[config.mk]
export PLATFORM = sky130hd
export DESIGN_NAME = flash_array_ctrl
export DESIGN_NICKNAME = d
export VERILOG_FILES = /design/src/rtl/flash_array_ctrl.sv
export SDC_FILE = /design/constraint.sdc
export NUM_CORES = 1
export LEC_CHECK = 0
export BUFFER_PORTS_ARGS = -buffer_cell sky130_fd_sc_hd__buf_2
export CELL_PAD_IN_SITES_DETAIL_PLACEMENT = 1
export CELL_PAD_IN_SITES_GLOBAL_PLACEMENT = 1
export CORE_MARGIN = 8
export CORE_UTILIZATION = 39
export DETAILED_ROUTE_END_ITERATION = 10
export PLACE_DENSITY_LB_ADDON = 0.1
export SLEW_MARGIN = 20
export SYNTH_ARGS = -nofsm -noshare
export SYNTH_HDL_FRONTEND = slang
export SYNTH_SLANG_ARGS = --single-unit
[constraint.sdc]
create_clock -name wb_clk_i -period 2.93 [get_ports wb_clk_i]
set_input_delay 0.586 -clock wb_clk_i [delete_from_list [all_inputs] [get_ports wb_clk_i]]
set_output_delay 0.586 -clock wb_clk_i [all_outputs]
set_load 0.05 [all_outputs]
[src/rtl/flash_array_ctrl.sv]
// Command sequencer for the 8x8 NAND flash macro: walks read, program and erase
// commands through their phase sequences and drives the array control lines.
module flash_array_ctrl #(
  parameter int T_PRE = 2,
  parameter int T_DEV = 2,
  parameter int T_SEN = 1,
  parameter int T_PGM = 4,
  parameter int T_ERS = 8
) (
  input  logic       wb_clk_i,
  input  logic       wb_rst_n,
  input  logic       cmd_valid,
  output logic       cmd_ready,
  input  logic [1:0] cmd_op,
  input  logic [3:0] cmd_addr,
  input  logic [7:0] cmd_wdata,
  output logic       rsp_valid,
  output logic       rsp_err,
  output logic [7:0] rsp_rdata,
  output logic       busy,
  output logic [1:0] ssl,
  output logic [1:0] gsl,
  output logic [3:0] wl0,
  output logic [3:0] wl1,
  output logic       sl,
  output logic       vbpw,
  output logic       sen1,
  output logic       sen2,
  output logic [3:0] out_en,
  output logic       bl_oe,
  output logic [7:0] bl_do,
  input  logic [7:0] arr_out
);

  typedef enum logic [3:0] {
    S_IDLE, S_SETUP, S_PRE, S_DEV, S_SEN1, S_SEN2, S_CAP,
    S_PGM, S_ERS, S_REC, S_DONE
  } state_t;

  localparam logic [1:0] OP_RD  = 2'b00;
  localparam logic [1:0] OP_PG  = 2'b01;
  localparam logic [1:0] OP_ER  = 2'b10;
  localparam logic [1:0] OP_ILL = 2'b11;

  state_t     state_q, state_d;
  logic [7:0] cnt_q, cnt_d;
  logic [1:0] op_q, op_d;
  logic [3:0] addr_q, addr_d;
  logic [7:0] wdata_q, wdata_d;

  logic       cmd_ready_q, cmd_ready_d;
  logic       rsp_valid_q, rsp_valid_d;
  logic       rsp_err_q, rsp_err_d;
  logic [7:0] rsp_rdata_q, rsp_rdata_d;
  logic       busy_q, busy_d;
  logic [1:0] ssl_q, ssl_d;
  logic [1:0] gsl_q, gsl_d;
  logic [3:0] wl0_q, wl0_d;
  logic [3:0] wl1_q, wl1_d;
  logic       sl_q, sl_d;
  logic       vbpw_q, vbpw_d;
  logic       sen1_q, sen1_d;
  logic       sen2_q, sen2_d;
  logic [3:0] out_en_q, out_en_d;
  logic       bl_oe_q, bl_oe_d;
  logic [7:0] bl_do_q, bl_do_d;

  logic [1:0] str_sel;
  logic [3:0] wl_sel;
  logic [3:0] wl_bus;
  logic       rd_act;
  logic       pg_act;

  function automatic logic [7:0] load_cnt(input state_t s);
    case (s)
      S_PRE:            load_cnt = 8'(T_PRE - 1);
      S_DEV:            load_cnt = 8'(T_DEV - 1);
      S_SEN1, S_SEN2:   load_cnt = 8'(T_SEN - 1);
      S_PGM:            load_cnt = 8'(T_PGM - 1);
      S_ERS:            load_cnt = 8'(T_ERS - 1);
      default:          load_cnt = 8'd0;
    endcase
  endfunction

  // One-hot string decode of the latched (or about-to-be-latched) address.
  for (genvar gi = 0; gi < 2; gi++) begin : g_str
    assign str_sel[gi] = (addr_d[2] == gi[0]);
  end

  assign wl_sel = 4'b0001 << addr_d[1:0];

  always_comb begin
    state_d     = state_q;
    op_d        = op_q;
    addr_d      = addr_q;
    wdata_d     = wdata_q;
    rsp_rdata_d = rsp_rdata_q;

    case (state_q)
      S_IDLE: begin
        if (cmd_valid && cmd_ready_q) begin
          op_d    = cmd_op;
          addr_d  = cmd_addr;
          wdata_d = cmd_wdata;
          state_d = (cmd_op == OP_ILL) ? S_DONE : S_SETUP;
        end
      end
      S_SETUP: begin
        case (op_q)
          OP_RD:   state_d = S_PRE;
          OP_PG:   state_d = S_PGM;
          OP_ER:   state_d = S_ERS;
          default: state_d = S_DONE;
        endcase
      end
      S_PRE:  if (cnt_q == 8'd0) state_d = S_DEV;
      S_DEV:  if (cnt_q == 8'd0) state_d = S_SEN1;
      S_SEN1: if (cnt_q == 8'd0) state_d = S_SEN2;
      S_SEN2: if (cnt_q == 8'd0) state_d = S_CAP;
      S_CAP: begin
        state_d     = S_REC;
        rsp_rdata_d = arr_out;
      end
      S_PGM:  if (cnt_q == 8'd0) state_d = S_REC;
      S_ERS:  if (cnt_q == 8'd0) state_d = S_REC;
      S_REC:  state_d = S_DONE;
      S_DONE: state_d = S_IDLE;
      default: state_d = S_IDLE;
    endcase

    if (state_d != state_q) begin
      cnt_d = load_cnt(state_d);
    end else if (cnt_q != 8'd0) begin
      cnt_d = cnt_q - 8'd1;
    end else begin
      cnt_d = cnt_q;
    end

    // Outputs are decoded from the next state so that they are registered
    // yet line up with the state they belong to.
    rd_act = (op_d == OP_RD) &&
             (state_d inside {S_SETUP, S_PRE, S_DEV, S_SEN1, S_SEN2, S_CAP});
    pg_act = (op_d == OP_PG) && (state_d inside {S_SETUP, S_PGM});

    ssl_d    = 2'b00;
    gsl_d    = 2'b00;
    wl_bus   = 4'b0000;
    sl_d     = 1'b0;
    vbpw_d   = 1'b0;
    sen1_d   = 1'b0;
    sen2_d   = 1'b0;
    out_en_d = 4'h0;
    bl_oe_d  = 1'b0;
    bl_do_d  = 8'h00;

    if (rd_act) begin
      wl_bus = ~wl_sel;
      ssl_d  = str_sel;
      gsl_d  = str_sel;
    end
    if (pg_act) begin
      wl_bus  = wl_sel;
      ssl_d   = str_sel;
      bl_oe_d = 1'b1;
      bl_do_d = wdata_d;
    end

    wl0_d = addr_d[3] ? 4'b0000 : wl_bus;
    wl1_d = addr_d[3] ? wl_bus  : 4'b0000;

    case (state_d)
      S_PRE: begin
        bl_oe_d = 1'b1;
        bl_do_d = 8'hFF;
      end
      S_SEN1: sen1_d = 1'b1;
      S_SEN2: begin
        sen1_d = 1'b1;
        sen2_d = 1'b1;
      end
      S_CAP: begin
        sen1_d   = 1'b1;
        sen2_d   = 1'b1;
        out_en_d = 4'hF;
      end
      S_ERS: begin
        sl_d   = 1'b1;
        vbpw_d = 1'b1;
      end
      default: ;
    endcase

    rsp_valid_d = (state_d == S_DONE);
    rsp_err_d   = (state_d == S_DONE) && (op_d == OP_ILL);
    busy_d      = (state_d != S_IDLE);
    cmd_ready_d = (state_d == S_IDLE);
  end

  always_ff @(posedge wb_clk_i) begin
    if (!wb_rst_n) begin
      state_q     <= S_IDLE;
      cnt_q       <= 8'd0;
      op_q        <= 2'b00;
      addr_q      <= 4'h0;
      wdata_q     <= 8'h00;
      cmd_ready_q <= 1'b0;
      rsp_valid_q <= 1'b0;
      rsp_err_q   <= 1'b0;
      rsp_rdata_q <= 8'h00;
      busy_q      <= 1'b0;
      ssl_q       <= 2'b00;
      gsl_q       <= 2'b00;
      wl0_q       <= 4'h0;
      wl1_q       <= 4'h0;
      sl_q        <= 1'b0;
      vbpw_q      <= 1'b0;
      sen1_q      <= 1'b0;
      sen2_q      <= 1'b0;
      out_en_q    <= 4'h0;
      bl_oe_q     <= 1'b0;
      bl_do_q     <= 8'h00;
    end else begin
      state_q     <= state_d;
      cnt_q       <= cnt_d;
      op_q        <= op_d;
      addr_q      <= addr_d;
      wdata_q     <= wdata_d;
      cmd_ready_q <= cmd_ready_d;
      rsp_valid_q <= rsp_valid_d;
      rsp_err_q   <= rsp_err_d;
      rsp_rdata_q <= rsp_rdata_d;
      busy_q      <= busy_d;
      ssl_q       <= ssl_d;
      gsl_q       <= gsl_d;
      wl0_q       <= wl0_d;
      wl1_q       <= wl1_d;
      sl_q        <= sl_d;
      vbpw_q      <= vbpw_d;
      sen1_q      <= sen1_d;
      sen2_q      <= sen2_d;
      out_en_q    <= out_en_d;
      bl_oe_q     <= bl_oe_d;
      bl_do_q     <= bl_do_d;
    end
  end

  assign cmd_ready = cmd_ready_q;
  assign rsp_valid = rsp_valid_q;
  assign rsp_err   = rsp_err_q;
  assign rsp_rdata = rsp_rdata_q;
  assign busy      = busy_q;
  assign ssl       = ssl_q;
  assign gsl       = gsl_q;
  assign wl0       = wl0_q;
  assign wl1       = wl1_q;
  assign sl        = sl_q;
  assign vbpw      = vbpw_q;
  assign sen1      = sen1_q;
  assign sen2      = sen2_q;
  assign out_en    = out_en_q;
  assign bl_oe     = bl_oe_q;
  assign bl_do     = bl_do_q;

endmodule
==> impl_metrics.yaml <==
status:
  status: "finished clean"
cts:
  ctsResizeCount: 0
  cts_max_path_buffers: 2
  numClockSinks: 63
  cts.clk_slew.worst_paths_ns: 0.08
  clk-insertion-delay-late_ns: 0.34
  cts_tree: "done"
  htreeDepth: 3
  hold_buffers: 0
  cts_made_buffers: 9
  post_cts_buffers: 0
  root_buffer: "clkbuf_8"
critical_path:
  path_cells: "inv_1 > ha_1 > nor3b_2 > and2_1 > mux2_4 > a22oi_4 > a31oi_4 > nand3b_1 > o31ai_1"
  r2r-start: "cnt_q[0]$_SDFFE_PN0P_"
  regToRegSetupSlack_ns: 0.34
  required_ns: 3.18
  arrival_ns: 2.84
  max_stage_delay_ns: 0.36
  endpoint_kind: "register"
  slowest_stage: "mux2_4"
  crit_type: "reg2reg"
  cp_max_fo: 19
  startpoint: "cnt_q[0]$_SDFFE_PN0P_"
  crit_path_start_kind: "register"
synthesis:
  syn_nets: 324
  yosysWarningCount: 0
  syn-cell-area_mm2: 0.00272
  yosysSeqAreaShare_pct: 46.3
  synth_edf_count: 0
  syn_area_per_cell_um2: 9.14
  synthFlopType: "dfxtp_1"
  ys_seq_elements: 63
  synthCells: 298
  async_flop_share_pct: 0
  ys_types: 54
detailed_routing:
  vias: 2294
  top_layer: "met4"
  first_pass_iters: 4
  drt_iter0_markers: 55
  wl_met3_um: 376
  ant_nets: 0
  wl_met2_mm: 3.56
  drt-wirelength-per-cell_um: 15.4
  viasPerCell: 4.99
  met1_length_mm: 3.07
  wl_mm: 7.10
  drcViolationCount: 0
global_routing:
  grt_pass1_wl_mm: 12.3
  antenna_found_initial: 0
  grtUsageTotal_pct: 15.4
  grt_pass1_vias: 2476
  grt_max_degree: 27
  grt_overflow: 0
floorplanning:
  rows: 30
  initial_core_util_pct: 40.1
  ios: 66
  die_h_um: 99.6
  die_width_um: 99.6
  dieArea_mm2: 0.00991
  core_mm2: 0.00679
finish:
  multiInputGateArea_mm2: 0.00133
  final_cell_mix: "65 x buf_2, 63 x dfxtp_1, 37 x nand2_1"
  nFillCells: 834
  register_area_mm2: 0.00126
  nNetsFinal: 385
  stdcell_count: 460
  drive_gt1_share_pct: 26.9
  layout_commonest_cell: "buf_2"
  utilization_pct: 48.5
  n_antenna_cell: 0
  synthToLayoutAreaGrowth_pct: 21.0
timing:
  final.setup.tns_ns: 0
  slew_viol_final: 0
  rsz0062_at_grt: "false"
  skew_ns: 0.0110
  fmax_mhz: 386
  min_period_ns: 2.59
  worstMarginPinSlew_ns: 0.754
  post-route-period-util_pct: 88.5
  finalSetupViolations: 0
  relSlewSlack_pct: 49.5
  hold_viol: 0
  setup_ws_ns: 0.337
placed_design:
  dp_hpwl_mm: 5.31
  io_buffers: 65
  gp_congestion: 0.778
  dp.cells: 444
  pre_cts_ws_ns: 0.362
power_and_ir_drop:
  peakVddDrop_uv: 510
  power_uw: 3350
  power_density_mw_per_mm2: 1020
  leakagePower_uw: 0.00140
worst_hold_path:
  min_from: "rsp_rdata[5]$_SDFFE_PN0P_"
  min_path_type: "reg2reg"
job:
  drv_cap: 0
==> kinds of logic (layout without fill, tap and decap cells) <==
logic type / Yosys count / count (layout) / share of synthesized area [%]
multiplexers: 14 / 14 / 5.33
AND/OR/NAND/NOR: 124 / 124 / 24.4
XOR/XNOR: 6 / 6 / 1.93
buffers and inverters: 28 / 94 / 4.92
AO/OA/AOI/OAI: 62 / 62 / 16.6
adder cells (fa/ha/maj): 1 / 1 / 0.459
flip-flops: 63 / 63 / 46.3
==> power by group <==
part           internal [µW]  switching (µW)
Clock                    397             357
Sequential              1020             110
Combinational            473             992
==> flip-flops by register name, summed over array words and instances (netlist names) <==
register   flops
rsp_err        1
busy           1
cnt_q          8
rsp_valid      1
bl_do          8
bl_oe          1
sen1           1
wl1            4
out_en         1
rsp_rdata      8
state_q        4
gsl            2
op_q           2
wl0            4
addr_q         4
wdata_q        8
ssl            2
cmd_ready      1
vbpw           1
sen2           1
==> cell type report <==
class / instances / share of cell area, %
multi-input combinational: 207 / 40.3
sequential: 63 / 38.3
timing repair buffer: 69 / 10.8
clock buffer: 10 / 3.87
tap: 96 / 3.64
clock inverter: 6 / 2.13
inverter: 9 / 1.03
==> final timing paths <==
check,endpoint,cells past startpoint
max,wl0[2]$_SDFF_PP0_,9
min reg2reg,rsp_rdata[5]$_SDFFE_PN0P_,2
max reg2reg,wl0[2]$_SDFF_PP0_,9
min,rsp_rdata[5]$_SDFFE_PN0P_,2
==> routing by layer <==
metal  vias up  global-route usage, %
li1       1161                      -
met1      1086                   17.8
met2        37                   25.8
met3        10                   5.38
met4         0                   5.59
met5         -                      0
==> worst max-delay path, delay by kind of cell, from the launching register on <==
kind	cells	cell delay [ns]
buf+inv	1	0.06
fa+ha+maj	1	0.20
mux	1	0.36
compound gates	3	0.63
simple gates	3	0.91
flops	1	0.34
==> stage by stage <==
stage | area [µm²] | hold WS, ns
4_1_cts | 3300 | 0.456
5_1_grt | 3300 | 0.476
3_3_place_gp | 3100 | 0.440
2_1_floorplan | 2720 | 0.457
3_5_place_dp | 3100 | 0.446
6_report | 3300 | 0.451
==> synth_stat cells (2+ instances only) <==
cell	number	area share (%)
nor2b_1	4	0.92
and3_1	3	0.69
o21ai_0	7	1.3
nor2_1	25	3.4
and3_2	2	0.55
mux2i_1	13	4.8
and2_1	6	1.4
xor2_1	3	0.97
nand4_1	4	0.92
nand3_1	6	1.1
clkbuf_1	9	1.2
nand2_1	37	5.1
a21oi_1	21	3.9
buf_2	5	0.92
and2_2	2	0.55
nand3b_1	8	2.2
dfxtp_1	63	46
inv_1	9	1.2
nor3_1	8	1.5
nor4b_1	2	0.64
buf_4	4	1.1
xnor2_1	3	0.97
nor4_1	2	0.46
nand2b_1	5	1.1
a31oi_1	2	0.46
o31ai_1	16	4.4
o211ai_1	2	0.55
No activity file was read; power rests on OpenSTA's default activity.
